===== config.mk =====
export PLATFORM = sky130hd
export DESIGN_NAME = skp_insertion_scheduler
export DESIGN_NICKNAME = d
export VERILOG_FILES = /design/src/rtl/skp_insertion_scheduler_pkg.sv /design/src/rtl/skp_insertion_scheduler_counter.sv /design/src/rtl/skp_insertion_scheduler.sv
export SDC_FILE = /design/constraint.sdc
export NUM_CORES = 1
export LEC_CHECK = 0
export ABC_CLOCK_PERIOD_IN_PS = 1620
export CORE_AREA = 2 2 45 64
export DETAILED_ROUTE_END_ITERATION = 10
export DIE_AREA = 0 0 47 66
export PLACE_DENSITY = 0.73
export SETUP_SLACK_MARGIN = 0.15
export SYNTH_ARGS = -nofsm -noshare
export SYNTH_HDL_FRONTEND = slang
export SYNTH_SLANG_ARGS = --single-unit

===== constraint.sdc =====
create_clock -name local_clk -period 1.62 [get_ports local_clk]
set_clock_uncertainty 0.05 [all_clocks]
set_input_delay 0.324 -clock local_clk [delete_from_list [all_inputs] [get_ports local_clk]]
set_output_delay 0.324 -clock local_clk [all_outputs]
set_load 0.01 [all_outputs]

===== src/rtl/skp_insertion_scheduler_pkg.sv =====
// Shared TX definitions for the SKP insertion scheduler.
// State encoding and default SKP cadence constants.
package skp_insertion_scheduler_pkg;

  localparam int DEF_SKP_INTERVAL_GEN3  = 370;
  localparam int DEF_SKP_INTERVAL_GEN12 = 1180;
  localparam int DEF_MAX_PENDING        = 2;
  localparam int DEF_CNT_WIDTH          = 11;
  localparam int PEND_WIDTH             = 2;

  typedef enum logic [1:0] {
    ST_IDLE,
    ST_RUN,
    ST_REQ,
    ST_SEND
  } skp_state_e;

  typedef logic [PEND_WIDTH-1:0] skp_pend_t;

endpackage


===== src/rtl/skp_insertion_scheduler_counter.sv =====
// SKP interval counter: selects the interval, restarts on a
// generation change and pulses o_expire on the wrapping tick.
module skp_interval_counter
  import skp_insertion_scheduler_pkg::*;
#(
  parameter int SKP_INTERVAL_GEN3  = DEF_SKP_INTERVAL_GEN3,
  parameter int SKP_INTERVAL_GEN12 = DEF_SKP_INTERVAL_GEN12,
  parameter int CNT_WIDTH          = DEF_CNT_WIDTH
) (
  input  logic local_clk,
  input  logic local_rst,
  input  logic i_clr,
  input  logic i_gen,
  input  logic i_tick,
  output logic o_expire
);

  localparam logic [CNT_WIDTH-1:0] LAST_G3 =
    CNT_WIDTH'(SKP_INTERVAL_GEN3 - 1);
  localparam logic [CNT_WIDTH-1:0] LAST_G12 =
    CNT_WIDTH'(SKP_INTERVAL_GEN12 - 1);

  logic                 r_gen;
  logic [CNT_WIDTH-1:0] r_cnt;
  logic [CNT_WIDTH-1:0] w_last;
  logic                 w_gen_chg;
  logic                 w_at_last;

  assign w_last    = i_gen ? LAST_G3 : LAST_G12;
  assign w_gen_chg = i_gen ^ r_gen;
  assign w_at_last = (r_cnt == w_last);

  // A generation change wins over a same-cycle tick.
  assign o_expire = !i_clr && !w_gen_chg &&
                    i_tick && w_at_last;

  always_ff @(posedge local_clk or negedge local_rst) begin
    if (!local_rst) begin
      r_gen <= 1'b0;
      r_cnt <= '0;
    end else begin
      r_gen <= i_gen;
      if (i_clr || w_gen_chg) begin
        r_cnt <= '0;
      end else if (i_tick) begin
        if (w_at_last) begin
          r_cnt <= '0;
        end else begin
          r_cnt <= r_cnt + 1'b1;
        end
      end
    end
  end

endmodule


===== src/rtl/skp_insertion_scheduler.sv =====
// Transmit-side SKP ordered-set scheduler: tracks owed SKP OS
// and requests insertion at legal boundaries.
module skp_insertion_scheduler
  import skp_insertion_scheduler_pkg::*;
#(
  parameter int SKP_INTERVAL_GEN3  = DEF_SKP_INTERVAL_GEN3,
  parameter int SKP_INTERVAL_GEN12 = DEF_SKP_INTERVAL_GEN12,
  parameter int MAX_PENDING        = DEF_MAX_PENDING,
  parameter int CNT_WIDTH          = DEF_CNT_WIDTH
) (
  input  logic                  local_clk,
  input  logic                  local_rst,
  input  logic                  i_ltssm_rst,
  input  logic                  i_higher_gen_en,
  input  logic                  i_tx_active,
  input  logic                  i_tick,
  input  logic                  i_boundary,
  input  logic                  i_pkt_busy,
  input  logic                  i_skp_ack,
  input  logic                  i_skp_done,
  output logic                  o_skp_req,
  output logic                  o_data_stall,
  output logic [PEND_WIDTH-1:0] o_skp_pending,
  output logic                  o_skp_overflow
);

  localparam skp_pend_t PEND_MAX = PEND_WIDTH'(MAX_PENDING);

  skp_state_e r_state;
  skp_state_e w_state_n;
  skp_pend_t  r_pend;
  skp_pend_t  w_pend_n;
  logic       r_req;
  logic       w_req_n;
  logic       r_stall;
  logic       w_stall_n;
  logic       r_ovf;
  logic       w_ovf_n;
  logic       w_cnt_clr;
  logic       w_expire;
  logic       w_inc;
  logic       w_dec;
  logic       w_full;

  // Counter only runs while the link is active and out of IDLE.
  assign w_cnt_clr = i_ltssm_rst || !i_tx_active ||
                     (r_state == ST_IDLE);

  skp_interval_counter #(
    .SKP_INTERVAL_GEN3  (SKP_INTERVAL_GEN3),
    .SKP_INTERVAL_GEN12 (SKP_INTERVAL_GEN12),
    .CNT_WIDTH          (CNT_WIDTH)
  ) u_cnt (
    .local_clk (local_clk),
    .local_rst (local_rst),
    .i_clr     (w_cnt_clr),
    .i_gen     (i_higher_gen_en),
    .i_tick    (i_tick),
    .o_expire  (w_expire)
  );

  assign w_inc  = w_expire;
  assign w_dec  = (r_state == ST_SEND) && i_skp_done;
  assign w_full = (r_pend == PEND_MAX);

  always_comb begin
    w_state_n = r_state;
    w_pend_n  = r_pend;
    w_req_n   = r_req;
    w_stall_n = r_stall;
    w_ovf_n   = r_ovf;
    if (i_ltssm_rst) begin
      w_state_n = ST_IDLE;
      w_pend_n  = '0;
      w_req_n   = 1'b0;
      w_stall_n = 1'b0;
      w_ovf_n   = 1'b0;
    end else if (!i_tx_active) begin
      w_state_n = ST_IDLE;
      w_pend_n  = '0;
      w_req_n   = 1'b0;
      w_stall_n = 1'b0;
    end else begin
      // Simultaneous expire and done cancel out.
      unique case (1'b1)
        w_inc && !w_dec && w_full:
          w_ovf_n = 1'b1;
        w_inc && !w_dec && !w_full:
          w_pend_n = r_pend + 2'd1;
        w_dec && !w_inc:
          w_pend_n = r_pend - 2'd1;
        default: ;
      endcase
      unique case (r_state)
        ST_IDLE: begin
          w_state_n = ST_RUN;
        end
        ST_RUN: begin
          if ((r_pend != '0) && i_boundary &&
              !i_pkt_busy) begin
            w_state_n = ST_REQ;
            w_req_n   = 1'b1;
            w_stall_n = 1'b1;
          end
        end
        ST_REQ: begin
          if (i_skp_ack) begin
            w_state_n = ST_SEND;
            w_req_n   = 1'b0;
          end
        end
        ST_SEND: begin
          if (i_skp_done) begin
            w_state_n = ST_RUN;
            w_stall_n = 1'b0;
          end
        end
        default: begin
          w_state_n = ST_IDLE;
        end
      endcase
    end
  end

  always_ff @(posedge local_clk or negedge local_rst) begin
    if (!local_rst) begin
      r_state <= ST_IDLE;
      r_pend  <= '0;
      r_req   <= 1'b0;
      r_stall <= 1'b0;
      r_ovf   <= 1'b0;
    end else begin
      r_state <= w_state_n;
      r_pend  <= w_pend_n;
      r_req   <= w_req_n;
      r_stall <= w_stall_n;
      r_ovf   <= w_ovf_n;
    end
  end

  assign o_skp_req      = r_req;
  assign o_data_stall   = r_stall;
  assign o_skp_pending  = r_pend;
  assign o_skp_overflow = r_ovf;

endmodule


# Word-level counts from Yosys, hierarchy flattened
# Cells that the tools add are included.
[word_totals]
register_bits = 19
inputBits = 10
wordCells = 76
[classes]
n_addsub = 3
n_eq_ne = 11
n_mux = 25
n_bitwise = 1
reduce_logical = 29
[op_table]
columns = ["cell", "count"]
rows = [
  ["$mux W11", 4],
  ["$mux W2", 7],
  ["$ne A4 B2 Y1 const B", 3],
  ["$ne A4 B4 Y1 const B", 3],
  ["$add A11 B1 Y11 const B", 1],
  ["$eq A11 B11 Y1", 1],
  ["$logic_and A1 B1 Y1", 10],
  ["$mux W1", 10],
  ["$reduce_and A3 Y1", 3],
  ["$pmux W2 S4", 1],
  ["$reduce_bool A2 Y1", 4],
  ["$logic_not A1 Y1", 7],
  ["$eq A2 B2 Y1 const B", 3],
  ["$pmux W1 S2", 2],
  ["$pmux W2 S2", 1],
  ["$logic_or A1 B1 Y1", 3],
  ["$add A2 B1 Y2 const B", 1],
  ["$eq A2 B1 Y1 const B", 1],
  ["$logic_not A2 Y1", 1],
  ["$reduce_and A2 Y1", 1],
  ["$sub A2 B1 Y2 const B", 1],
  ["$xor A1 B1 Y1", 1],
]

# Logic depth before layout (Yosys ltp)
# Gate-level depths: netlist of the first run.
[depth]
word_depth = 12
mapped_depth = 7

# Hierarchy
# Synthesis of the first run repeated with hierarchy kept, for this count alone.
[hier_totals]
cells_unflattened = 126
hier_area_um2 = 1149.9
[modules_own_cells]
columns = ["mod", "n_inst", "cells_per_inst", "area_each_um2", "seq_area_each_um2"]
rows = [
  ["skp_interval_counter", 1, 77, 696.9, 300.3],
  ["skp_insertion_scheduler", 1, 49, 452.9, 175.2],
]

# Worst setup path after synthesis of the first run
# Ideal clock, no wire load.
[synth_timing]
kind = "flip-flop to flip-flop"
startpoint = "register r_state[0]"
endpoint = "register r_pend[1] (netlist: o_skp_pending[1])"
setup_time_ps = 79
arrival_ps = 1625
required_time_ps = 1491
slack_ps = -135
stages_incl_launch_ff = 7
path_buffers = 0
synth_period_minus_slack_ps = 1755
path_cell_list = "dfrtp_1 -> inv_1 -> ha_1 -> nor4b_2 -> o211a_2 -> mux2i_1 -> mux2i_1"
[synth_via]
elab_chain_cells = 11
[synth_lines]
columns = ["element", "line", "source"]
rows = [
  ["start: declaration", "skp_insertion_scheduler.sv:29", "skp_state_e r_state;"],
  ["start signal: assignment", "skp_insertion_scheduler.sv:133", "r_state <= w_state_n;"],
  ["$logic_not A2 Y1", "skp_insertion_scheduler.sv:47", "(r_state == ST_IDLE);"],
  ["$logic_or A1 B1 Y1", "skp_insertion_scheduler.sv:46", "assign w_cnt_clr = i_ltssm_rst || !i_tx_active ||"],
  ["$logic_not A1 Y1", "skp_insertion_scheduler_counter.sv:34", "assign o_expire = !i_clr && !w_gen_chg &&"],
  ["$logic_and A1 B1 Y1 (2 in series)", "skp_insertion_scheduler_counter.sv:34", ""],
  ["$logic_and A1 B1 Y1", "skp_insertion_scheduler_counter.sv:35", "i_tick && w_at_last;"],
  ["$logic_not A1 Y1 / $logic_and A1 B1 Y1 (equally long branches)", "skp_insertion_scheduler.sv:90, skp_insertion_scheduler.sv:88", ""],
  ["$logic_and A1 B1 Y1 (on tied branches)", "skp_insertion_scheduler.sv:90, skp_insertion_scheduler.sv:88", ""],
  ["$pmux W2 S2", "skp_insertion_scheduler.sv:85", "unique case (1'b1)"],
  ["$mux W2", "skp_insertion_scheduler.sv:78", "end else if (!i_tx_active) begin"],
  ["$mux W2", "skp_insertion_scheduler.sv:72", "if (i_ltssm_rst) begin"],
  ["end signal: assignment", "skp_insertion_scheduler.sv:134", "r_pend <= w_pend_n;"],
  ["end: declaration", "skp_insertion_scheduler.sv:31", "skp_pend_t r_pend;"],
]
# Parallel ways exist; a longest one is shown, timed or not.
# A chain may end at the register's enable or synchronous reset.

# Final worst setup path of the first run
# Same ends and word-level chain as after synthesis.

==> metrics.md, run 1 <==
| Metric | Value |
|---|---|
| Share of layout cells above drive strength 1 | `0.463` |
| Final wirelength | `between 4000 and 5000 um` |
| Critical Path RT | `1.82 ns` |
| Worst Path Arrival | `1.97 ns` |
| GPL Wtd Cong | `roughly 0.88` |
| Synth Area in Adders | `0.0519` |
| Clk buf depth | `2` |
| Failing checks | `setup timing` |
| Largest delay share family, worst path | `flip-flops` |
| Synthesized Nets | `approximately 140` |
| Netlist Area Pre-Place | `approximately 0.0012 mm^2` |
| Critical-path cell list | `inv_2 > ha_4 > nor4b_4 > o211a_4 > mux2i_1 > mux2i_1` |
| DP HPWL | `about 2300 um` |
| Die X-Extent | `about 47 um` |
| Insertion delay to the later sink of the worst-skew pair | `0.33 ns` |
| Nature of the critical path endpoint | `flip-flop` |
| Unrepaired setup endpoints after global routing | `yes` |
| Std-Cell Core Area | `~0.0025 mm^2` |
| Seq cells post-synth | `19` |
| Fillers | `about 150` |
| Fin crit share | `1.09` |
| CTS tree | `done` |
| FF/Latch Area | `about 480 um^2` |
| Initial antenna violation count | `0` |
| Clock slew at reported path FFs | `0.13 ns` |
| Largest family of logic cells by synthesized area | `simple AND/OR/NAND/NOR gates` |
| # setup viols final | `12` |
| Largest net degree at the start of global routing | `20` |
| Pleak | `0.839 nW` |
| Slew @ Worst Pin | `around 0.38 ns` |
| CTS sink count | `19` |
| Area of the multi-input gates | `~920 um^2` |
| CP Launch Type | `flip-flop` |
| Power, Total | `between 0.9 and 1 mW` |
| Post-Synth XOR/XNOR Area | `0.00727` |
| DRT iter0 DRCs | `between 50 and 60` |
| Row cnt | `22` |
| H-Tree Depth | `1` |
| Number of global-route vias before repair | `between 1000 and 1500` |
| Hold Fails Final Rpt | `0` |
| Top FF cell, synth | `dfrtp_1` |
| Slew headroom | `0.747` |
| Most used cell along the critical path | `mux2i_1` |
| DRT antenna net count | `0` |
| Die Y | `roughly 66 um` |
| CTS root buf | `clkbuf_4` |
| TritonCTS buffer count | `3` |
| Status | `finished, violations left` |
| Drt drc | `0` |
| Worst-path maximum fanout | `3` |
| Compound-cell area share of the yosys netlist | `0.175` |
| Worst Slack Setup Final | `-0.153 ns` |
| Register-to-Register Path Depth | `6` |
| Sequential fraction of the synthesis area | `0.395` |
| Post-synth EDFFs | `0` |
| IO buf count | `14` |
| Mean Syn Cell Area | `around 9.3 um^2` |
| Post-synthesis mux area share | `0.0426` |
| Remaining Overflow, GRT | `0` |
| Cell variety after synth | `42` |
| Wirelength per Cell | `between 15 and 20 um` |
| Buf/Inv on CP | `1` |
| DR pass1 iterations | `4` |
| Antenna diodes | `0` |
| Via density | `~5.8` |
| Final hold slack | `0.273 ns` |
| Vias post-DR | `between 1000 and 1500` |
| Cells after Synth | `approximately 130` |
| Number of cells on the critical path | `6` |
| DP Worst Slack | `-0.557 ns` |
| Die ar. | `just over 0.003 mm^2` |
| CP Class | `flip-flop to flip-flop` |
| Layout Nets | `just over 200` |
| Max-cap violations | `0` |
| Starting density of the core | `0.476` |
| Fin crit period | `around 1.8 ns` |
| Area delta synth->final | `66.7%` |
| Synth async-reset ratio | `1.00` |
| Ys Warns | `0` |
| Synth Area in Simple Gates | `0.283` |
| Gr usage total | `0.276` |
| Max Slew Vio Count | `0` |
| Number of I/O pins | `15` |
| Highest clock rate | `around 0.56 GHz` |
| Power Density | `~460 mW/mm^2` |
| HP Class | `primary input to asynchronous set/reset pin` |
| First-pass GRT wire length | `5960 um` |
| Peak supply drop | `roughly 0.31 mV` |
| CP max-delay cell | `dfrtp_1` |
| Crit-path max cell delay | `0.42 ns` |
==> where the power goes <==
group | leakage, nW | switching, mW | internal (mW)
registers | 0.260 | 0.00553 | 0.480
logic | 0.562 | 0.0799 | 0.0780
clock network | 0.0177 | 0.181 | 0.0927
total | 0.839 | 0.266 | 0.651
==> kinds of logic (layout without fill, tap and decap cells) <==
logic type	after synthesis	in the layout
muxes	5	5
buffers and inverters	12	71
and+or+nand+nor	56	56
AOI/OAI and AO/OA	31	31
xor gates and xnor gates	1	1
adders and majority gates	5	5
DFF	19	19
==> registers in the layout, summed over array words and instances, names as in the netlist <==
register,count
o_skp_overflow,1
u_cnt.r_gen,1
o_skp_req,1
r_state,2
o_data_stall,1
u_cnt.r_cnt,11
o_skp_pending,2
==> cells in the mapped netlist, drive strengths merged (2+ instances only) <==
cell / count / share of area
a31oi: 14 / 0.073
and3: 2 / 0.011
buf: 3 / 0.017
clkbuf: 2 / 0.0062
dfrtp: 19 / 0.39
ha: 5 / 0.052
inv: 7 / 0.022
mux2i: 4 / 0.033
nand2: 14 / 0.044
nand2b: 2 / 0.010
nand3: 9 / 0.037
nand3b: 7 / 0.044
nand4: 2 / 0.010
nand4bb: 2 / 0.019
nor2: 8 / 0.025
nor3: 2 / 0.0083
nor4: 3 / 0.026
nor4b: 2 / 0.032
o21ai: 4 / 0.020
o22ai: 3 / 0.016
==> layout make-up <==
class / instances / share of cell area
multi-input combinational: 98 / 0.457
clock inverter: 1 / 0.00249
sequential: 19 / 0.237
inverter: 7 / 0.0143
clock buffer: 3 / 0.0112
timing repair buffer: 60 / 0.255
tap: 36 / 0.0224
==> path summary, 6_finish.rpt <==
path                                   from          endpoint  slack [ns]
max in group asynchronous         local_rst        r_state[0]        1.02
worst max register to register   r_state[0]  o_skp_pending[1]       -0.15
worst min register to register    o_skp_req         o_skp_req        0.47
min in group local_clk          i_ltssm_rst    o_skp_overflow        0.29
worst min-delay path              local_rst    u_cnt.r_cnt[5]        0.27
worst max-delay path             r_state[0]  o_skp_pending[1]       -0.15
==> per-stage QoR <==
step,utilization,std cells,TNS (ns),instance area [um^2]
floorplan,-,129,-0.0603,1220
CTS,0.706,216,-0.256,1790
finish,0.793,224,-0.833,2010
global route,0.793,224,-1.78,2010
detailed placement,0.629,203,-6.51,1590
global placement,0.629,203,-5.74,1590
==> per-layer routing <==
| metal | GRT usage | part of all wire |
|---|---|---|
| met1 | 0.296 | 0.36 |
| met2 | 0.495 | 0.58 |
| met3 | 0.0273 | 0.027 |
| met4 | 0.149 | 0.027 |
| met5 | 0 | 0 |
==> cells in the final DEF (no fill, tap or decap), types with 2 or more instances in the layout <==
master,instances
nor4b_4,2
nand2_1,13
o21ai_2,3
nand4bb_4,2
inv_2,3
clkbuf_4,3
nand3_2,2
ha_4,4
nor4_4,2
dlygate4sd2_1,6
nor2_1,8
buf_4,37
dfrtp_1,18
nand3_1,6
buf_6,10
inv_1,3
a31oi_4,2
clkdlybuf4s50_1,6
a31oi_1,12
nand4_1,2
mux2i_1,4
nand3b_1,7
==> what timing repair did <==
| action | CTS | global route |
|---|---|---|
| gates resized for setup | 33 | 31 |
| setup buffers | 6 | 7 |
| cloned | 3 | 1 |
| pin swaps | 8 | 11 |
| hold buffers | 0 | 0 |
| endpoints found under the setup margin | 21 | 19 |
Note: power is estimated with default switching activity, not from simulation.
==> inputs of run 2 (changes only) <==
--- a/config.mk
+++ b/config.mk
@@ -14,3 +14,4 @@
 export SYNTH_ARGS = -nofsm -noshare
 export SYNTH_HDL_FRONTEND = slang
 export SYNTH_SLANG_ARGS = --single-unit
+export TNS_END_PERCENT = 10
==> run 2 against run 1 <==
Net effect: via count shrank 0.92%; die area is the same; critical endpoint is now u_cnt.r_cnt[10]; critical path depth is the same; final area shrank 7.8%; cell count shrank 4.0%; non-clock buffer count shrank 10; hold slack gained 0.014 ns; clock power shrank 7.3%; sequential share of layout area grew 2.1 points; largest power group unchanged; largest cell class unchanged; the flow still finishes with violations (setup timing); routed wire length shrank 8.6%; combinational power shrank 9%.
==> metrics.md, run 2 (synthesis gave the netlist of run 1 again) <==
| Metric | Value |
|---|---|
| Area delta synth->final | `53.7% (was 66.7%)` |
| Worst Slack Setup Final | `-0.128 ns (was -0.153 ns)` |
| Cts hold-fix bufs | `0 (unchanged)` |
| First-pass GRT wire length | `6030 um (was 5960 um)` |
| CTS root buf | `clkbuf_4 (unchanged)` |
| Sequential share of power | `0.549 (was 0.529)` |
| GPL Wtd Cong | `0.830 (was 0.883)` |
| Die X-Extent | `47 um (unchanged)` |
| Share of layout cells above drive strength 1 | `0.385 (was 0.463)` |
| Pleak | `0.765 nW (was 0.839 nW)` |
| Remaining Overflow, GRT | `0 (unchanged)` |
| Starting density of the core | `0.476 (unchanged)` |
| Critical Path RT | `1.75 ns (was 1.82 ns)` |
| Drt drc | `0 (unchanged)` |
| Antenna diodes | `0 (unchanged)` |
| Post-DP Area | `0.00159 mm^2 (about the same)` |
| Hold Fails Final Rpt | `0 (unchanged)` |
| Unrepaired setup endpoints after global routing | `yes (unchanged)` |
| Final wirelength | `3870 um (was 4230 um)` |
| DRT antenna net count | `0 (unchanged)` |
| Leading cell type in the layout, fill and taps excluded | `buf_4 (unchanged)` |
| Nature of the critical path endpoint | `flip-flop (unchanged)` |
| Max Slew Vio Count | `0 (unchanged)` |
| Largest register by flop count | `u_cnt.r_cnt (unchanged)` |
| Row cnt | `22 (unchanged)` |
| R2r endpoint | `u_cnt.r_cnt[10] (was o_skp_pending[1])` |
| Number of I/O pins | `15 (unchanged)` |
| Peak supply drop | `0.358 mV (was 0.311 mV)` |
| Vias post-DR | `1298 (was 1310)` |
| Worst-path maximum fanout | `10 (was 3)` |
| Switch share | `0.266 (was 0.290)` |
| Design Area, Final | `0.00185 mm^2 (was 0.00201 mm^2)` |
| Die ar. | `0.00310 mm^2 (unchanged)` |
| Area of the multi-input gates | `858 um^2 (was 917 um^2)` |
| DP HPWL | `2330 um (about the same)` |
| IO buf count | `14 (unchanged)` |
| Most frequent cells in the layout | `buf_4 (33), dfrtp_1 (16), a31oi_1 (14) (was buf_4 (37), dfrtp_1 (18), nand2_1 (13))` |
| Wirelength per Cell | `18.0 um (was 18.9 um)` |
| Slew headroom | `0.717 (was 0.747)` |
| Via density | `6.04 (was 5.85)` |
| Status | `finished, violations left (unchanged)` |
| HP Class | `primary input to asynchronous set/reset pin (unchanged)` |
| Layout Nets | `195 (was 204)` |
| Internal power | `0.647 mW (was 0.651 mW)` |
| Max-cap violations | `0 (unchanged)` |
| H-Tree Depth | `1 (unchanged)` |
| CTS sink count | `19 (unchanged)` |
| Gr usage total | `0.272 (was 0.276)` |
| Sw power | `0.234 mW (was 0.266 mW)` |
| CP Launch Type | `flip-flop (unchanged)` |
| Initial antenna violation count | `0 (unchanged)` |
| Std-Cell Core Area | `0.00253 mm^2 (unchanged)` |
| TritonCTS buffer count | `3 (unchanged)` |
| Gate power share | `0.162 (was 0.172)` |
| CP Class | `flip-flop to flip-flop (unchanged)` |
| Final hold slack | `0.288 ns (was 0.273 ns)` |
| Largest net degree at the start of global routing | `21 (was 20)` |
| Largest register FFs | `11 (unchanged)` |
| Insertion delay to the later sink of the worst-skew pair | `0.31 ns (was 0.33 ns)` |
| Number of global-route vias before repair | `1349 (was 1313)` |
| Fillers | `194 (was 148)` |
| FF/Latch Area | `479 um^2 (was 477 um^2)` |
| Die Y | `66 um (unchanged)` |
| Register-to-Register Path Depth | `6 (unchanged)` |
| Clk buf depth | `2 (unchanged)` |
| DRT iter0 DRCs | `57 (unchanged)` |
| Slew @ Worst Pin | `0.425 ns (was 0.377 ns)` |
| CTS tree | `done (unchanged)` |
| FF-to-FF Start | `u_cnt.r_cnt[8] (was r_state[0])` |
| Failing checks | `setup timing (unchanged)` |
| Fin crit period | `1.75 ns (was 1.77 ns)` |
| Highest clock rate | `0.572 GHz (was 0.564 GHz)` |
| Fin crit share | `1.08 (was 1.09)` |
| # setup viols final | `13 (was 12)` |
| DR pass1 iterations | `5 (was 4)` |
| DP Worst Slack | `-0.597 ns (was -0.557 ns)` |
| Worst Path Arrival | `1.88 ns (was 1.97 ns)` |
| Clock slew at reported path FFs | `0.12 ns (was 0.13 ns)` |
| Power Density | `476 mW/mm^2 (was 457 mW/mm^2)` |
| Clk pwr share | `0.288 (was 0.298)` |
| Reg2Reg Setup Slack | `-0.13 ns (was -0.15 ns)` |
## run 2: how the worst max path moves through the flow
| stage | to | slack [ns] | cells after the start | start |
|---|---|---|---|---|
| final | u_cnt.r_cnt[10] | -0.13 | 6 | u_cnt.r_cnt[8] |
| after floorplan | o_skp_pending[1] | -0.07 | 5 | u_cnt.r_cnt[8] |
| after global placement | o_skp_pending[1] | -0.50 | 6 | i_higher_gen_en |
| after global routing | u_cnt.r_cnt[10] | -0.21 | 6 | r_state[1] |
| after CTS | o_skp_pending[1] | -0.08 | 6 | r_state[1] |
| after detailed placement | o_skp_pending[1] | -0.60 | 6 | i_higher_gen_en |
## run 2: area by class of cell
| type | count | share of cell area |
|---|---|---|
| flip-flops and latches | 19 | 0.259 |
| well taps | 36 | 0.0243 |
| multi-input cells | 99 | 0.464 |
| inverters | 7 | 0.0155 |
| repair buffers | 50 | 0.224 |
| clock buffers | 4 | 0.0142 |
## run 2: timing repair
action                     4_1_cts  5_1_grt
gates resized for setup         30       17
cloned                           1        0
buffers inserted                 6        0
pin swaps                        8        9
setup endpoints to repair       20       20
## run 2: critical path, stage by stage (launching register included)
cell,delay [ns]
dfrtp_1,0.43
nand4bb_4,0.26
nor4_4,0.22
buf_4,0.20
o21ai_4,0.11
a31oi_1,0.26
o22ai_1,0.11
## run 2: power groups by stage
stage | Combinational (mW) | Clock [mW] | Sequential (mW)
after CTS | 0.124 | 0.254 | 0.484
final | 0.143 | 0.254 | 0.484
after floorplan | 0.0354 | 0 | 0.494
after global placement | 0.106 | 0 | 0.492
after global routing | 0.155 | 0.287 | 0.485
after detailed placement | 0.110 | 0 | 0.493
## run 2: through the flow
stage                     std cells   util  total power, mW  setup TNS, ns
after floorplan                 129      -            0.529        -0.0905
after global routing            215  0.731            0.927          -1.95
after CTS                       215  0.701            0.861         -0.190
after detailed placement        204  0.628            0.602          -7.25
after global placement          204  0.628            0.599          -6.08
final                           215  0.731            0.881         -0.705
## run 2: layer usage
metal	wire, um	share of wire	vias to the layer above	GRT usage
met5	0	0	-	0
met4	129	0.033	0	0.205
met3	208	0.054	18	0.0492
met2	2080	0.54	72	0.449
met1	1450	0.37	621	0.290
li1	-	-	587	-
